$ cat src/rtl/indicator_scheduler.sv
// Round-robin time-share of the 2-bit LED state indicator between N_REQ requesters.
// Optional INDICATOR_PREEMPT_EN: requester 0 aborts any other owner's dwell.
module indicator_scheduler #(
   parameter int                 N_REQ      = 4,
   parameter int                 STATE_W    = 2,
   parameter int                 DWELL      = 8,
   parameter logic [STATE_W-1:0] IDLE_STATE = '0
) (
   input  logic                     clk,
   input  logic                     rst,
   input  logic [N_REQ-1:0]         req,
   input  logic [N_REQ*STATE_W-1:0] req_state,
   output logic [STATE_W-1:0]       state,
   output logic [N_REQ-1:0]         grant,
   output logic                     busy,
   output logic                     done
);

   localparam int PTR_W = (N_REQ > 1) ? $clog2(N_REQ) : 1;
   localparam int CNT_W = $clog2(DWELL) + 1;
   localparam logic [CNT_W-1:0] CNT_LOAD = CNT_W'(DWELL - 1);
   localparam logic [PTR_W-1:0] PTR_LAST = PTR_W'(N_REQ - 1);

   typedef enum logic {IDLE, SHOW} fsm_t;

   fsm_t               fsm;
   logic [PTR_W-1:0]   ptr;
   logic [CNT_W-1:0]   cnt;

   logic               win_vld;
   logic [PTR_W-1:0]   win_idx;
   logic [PTR_W:0]     sum;
   logic [STATE_W-1:0] win_state;
   logic [N_REQ-1:0]   win_grant;
   logic [PTR_W-1:0]   win_ptr;

   // first set req bit at or above ptr, wrapping modulo N_REQ
   always_comb begin
      win_vld = 1'b0;
      win_idx = '0;
      sum     = '0;
      for (int k = 0; k < N_REQ; k++) begin
         sum = {1'b0, ptr} + (PTR_W+1)'(k);
         if (sum >= (PTR_W+1)'(N_REQ)) sum = sum - (PTR_W+1)'(N_REQ);
         if (!win_vld && req[sum[PTR_W-1:0]]) begin
            win_vld = 1'b1;
            win_idx = sum[PTR_W-1:0];
         end
      end
   end

   assign win_state = req_state[win_idx*STATE_W +: STATE_W];
   assign win_grant = N_REQ'(1) << win_idx;
   assign win_ptr   = (win_idx == PTR_LAST) ? '0 : win_idx + 1'b1;

   always_ff @(posedge clk) begin
      if (rst) begin
         fsm   <= IDLE;
         ptr   <= '0;
         cnt   <= '0;
         state <= IDLE_STATE;
         grant <= '0;
         busy  <= 1'b0;
         done  <= 1'b0;
      end else begin
         done <= 1'b0;
         case (fsm)
            IDLE: begin
               if (win_vld) begin
                  fsm   <= SHOW;
                  busy  <= 1'b1;
                  state <= win_state;
                  grant <= win_grant;
                  ptr   <= win_ptr;
                  cnt   <= CNT_LOAD;
                  done  <= (DWELL == 1);
               end
            end
            SHOW: begin
`ifdef INDICATOR_PREEMPT_EN
               if (req[0] && !grant[0]) begin
                  state <= req_state[STATE_W-1:0];
                  grant <= N_REQ'(1);
                  ptr   <= PTR_W'(1);
                  cnt   <= CNT_LOAD;
                  done  <= (DWELL == 1);
               end else
`endif
               if (cnt != '0) begin
                  cnt  <= cnt - 1'b1;
                  done <= (cnt == CNT_W'(1));
               end else if (win_vld) begin
                  // back-to-back regrant; ptr already moved past the old owner
                  state <= win_state;
                  grant <= win_grant;
                  ptr   <= win_ptr;
                  cnt   <= CNT_LOAD;
                  done  <= (DWELL == 1);
               end else begin
                  fsm   <= IDLE;
                  state <= IDLE_STATE;
                  grant <= '0;
                  busy  <= 1'b0;
               end
            end
            default: fsm <= IDLE;
         endcase
      end
   end

endmodule

$ cat config.mk
export PLATFORM = sky130hd
export DESIGN_NAME = indicator_scheduler
export DESIGN_NICKNAME = d
export VERILOG_FILES = /design/src/rtl/indicator_scheduler.sv
export SDC_FILE = /design/constraint.sdc
export NUM_CORES = 1
export LEC_CHECK = 0
export CORE_MARGIN = 1
export CORE_UTILIZATION = 47
export CTS_CLUSTER_DIAMETER = 150
export DETAILED_ROUTE_END_ITERATION = 16
export PLACE_DENSITY_LB_ADDON = 0.25
export SKIP_CTS_REPAIR_TIMING = 1
export SYNTH_ARGS = -nofsm -noshare
export SYNTH_HDL_FRONTEND = slang
export SYNTH_SLANG_ARGS = --single-unit
$ cat constraint.sdc
create_clock -name clk -period 2.5 [get_ports clk]
set_clock_uncertainty 0.1 [all_clocks]
set_input_delay 0.25 -clock clk [delete_from_list [all_inputs] [get_ports clk]]
set_output_delay 0.25 -clock clk [all_outputs]
set_load 0.02 [all_outputs]
==> reports/metrics.csv <==
stage,metric,value,unit
logic_synthesis,ys_seq_area_frac,0.339,
layout,layout-drive-gt1-share,0.153,
die,row_count,15,
sta,worstMarginPinSlew,0.515,ns
layout,finalNonFillerCells,143,
logic_synthesis,syn_inst,94,
global_route,grt_max_degree,17,
logic_synthesis,async_flop_share,0,
logic_synthesis,synthTopCellsByArea,"dfxtp_1, ha_1, nor2_1, mux2i_1, a22oi_1",
drt,wire_per_inst,12.4,microns
drt,vias_per_cell,5.43,
placed_design,io_buffers,21,
die,die_area,2060,sq um
die,start_util,0.507,
clock_tree,cts_num_sinks,15,
die,fp.dieH,45.4,microns
worst_setup_path,critPathKind,flip-flop to flip-flop,
clock_tree,insertion_delay,0.28,ns
placed_design,gp_congestion,0.761,
drt,drt.antenna.violating_nets,0,
drt,vias,777,
die,die_width,45.4,microns
sta,hold_viol_final,0,
worst_setup_path,r2r_cells,7,
logic_synthesis,synth_fp_nets,114,
layout,fin_nets,139,
power,peakVddDrop,0.000327,V
logic_synthesis,yosysTopAreaCellShare,0.339,
layout,diodes,0,
die,core_area,1750,sq um
logic_synthesis,ys.flop_type,dfxtp_1,
logic_synthesis,synth-seq-cells,15,
logic_synthesis,netlist_area,885,sq um
global_route,grt_pass1_wl,2.98,mm
sta,final-setup-viol-count,0,
placed_design,dpl.hpwl,1.31,mm
logic_synthesis,yosys.cell_types.count,37,
logic_synthesis,synth_top_area_cell,dfxtp_1,
layout,syn_to_final_growth,29.7,%
clock_tree,cts_tree,yes,
logic_synthesis,synth_common_cells,"dfxtp_1, nor2_1, ha_1",
sta,slew_headroom,0.654,
placed_design,dp.cells,139,
global_route,grt.total_usage,0.201,
sta,slew_violations,0,
global_route,grt-ovfl-total,0,
worst_setup_path,cp-start-kind,flip-flop,
logic_synthesis,yosysWarnings,0,
global_route,antenna_found_initial,0,
min_path,min_path_type,flip-flop to flip-flop,
die,io_pins,22,
power,p_leak,0.458,nW
clock_tree,cts.root.buffer_cell,clkbuf_4,
clock_tree,cts.path.max_buffers,2,
worst_setup_path,critPathMaxFanout,9,
worst_setup_path,end_kind,flip-flop,
clock_tree,cts_max_level,1,
logic_synthesis,yosysMostFrequentCell,dfxtp_1,
run_status,status,finished clean,
drt,routed_wl,1.77,mm
power,p_per_area,569,nW/um^2
worst_setup_path,required,2.62,ns
sta,max_freq,0.493,GHz
sta,rsz0062_at_grt,no,
logic_synthesis,synth_enable_flop_cells,0,
logic_synthesis,avgSynthCellArea,9.41,sq um
sta,fin_crit,2.03,ns
sta,fin_crit_sh,0.811,
sta,finalSetupTns,0,ns
drt,drt-initial-drc-count,25,
drt,drtPass1Iterations,4,
global_route,first_global_vias,730,
min_path,min_delay_path_depth,2,
clock_tree,cts_buffers,3,
flow_run,drv_cap,0,
drt,drc,0,
worst_setup_path,crit_arrival,2.14,ns
clock_tree,clk_pin_slew,0.09,ns
placed cells by master, fill, tap and decap left out, types with 2 or more instances in the layout:
cell,count
clkdlybuf4s50_1,21
dfxtp_1,15
nor2_1,13
ha_1,6
inv_1,5
nand2_1,4
mux2i_1,4
a22oi_1,4
a21oi_1,3
o21ai_0,3
nor3_1,3
clkbuf_4,3
inv_2,2
a221oi_1,2
o21a_1,2
nand3_1,2
a211o_2,2
o211ai_2,2
a211oi_1,2
buf_4,2
per-stage QoR:
stage / utilization / hold WS (ns) / power [mW] / area, sq um / setup slack (ns)
floorplan: - / 0.222 / 0.442 / 885 / 0.709
global placement: 0.642 / 0.354 / 0.514 / 1120 / 0.276
detailed placement: 0.642 / 0.358 / 0.520 / 1120 / 0.234
CTS: 0.657 / 0.374 / 0.655 / 1150 / 0.482
global route: 0.657 / 0.412 / 0.696 / 1150 / 0.325
finish: 0.657 / 0.370 / 0.653 / 1150 / 0.472
flip-flops by register name (all words and copies together), names as in the netlist:
| register | flops |
|---|---|
| busy | 1 |
| fsm | 1 |
| ptr | 2 |
| grant | 4 |
| done | 1 |
| cnt | 4 |
| state | 2 |
report_power, final:
part / switching (mW) / internal, mW
logic: 0.117 / 0.113
registers: 0.0223 / 0.265
clock network: 0.0740 / 0.0619
final cells by class:
cell class,instances,area (sq um)
fillers,146,598
multi-input cells,69,538
flip-flops and latches,15,300
repair buffers,23,225
well taps,25,31.3
clock buffers,4,26.3
inverters,7,26.3
worst max-delay path, cell delays in order (launching register included):
cell and delay, ns:
dfxtp_1 0.36, inv_1 0.07, ha_1 0.19, nor3b_2 0.37, o21a_1 0.41, nand2b_2 0.10, a211o_2 0.29, o211ai_2 0.07
path summary, 6_finish.rpt:
kind,startpoint,end,slack [ns]
worst min register to register,state[0],state[0],0.37
worst max-delay path,cnt[0],state[0],0.47
worst min-delay path,state[0],state[0],0.37
worst max register to register,cnt[0],state[0],0.47
cells by family after synthesis:
family / count (synthesis) / share of synthesized area
flip-flops: 15 / 0.339
buffers and inverters: 10 / 0.0523
AO/OA/AOI/OAI: 25 / 0.245
adder cells (fa/ha/maj): 6 / 0.0849
XOR/XNOR: 1 / 0.00990
AND/OR/NAND/NOR: 31 / 0.185
multiplexers: 6 / 0.0835
routing by layer:
layer	wire length, microns	up-vias	GRT usage
met4	49	0	0.103
met2	822	19	0.320
met1	838	359	0.251
met3	61	8	0.0476
met5	0	-	0
li1	-	391	-
Power figures use the tool's default switching activity.
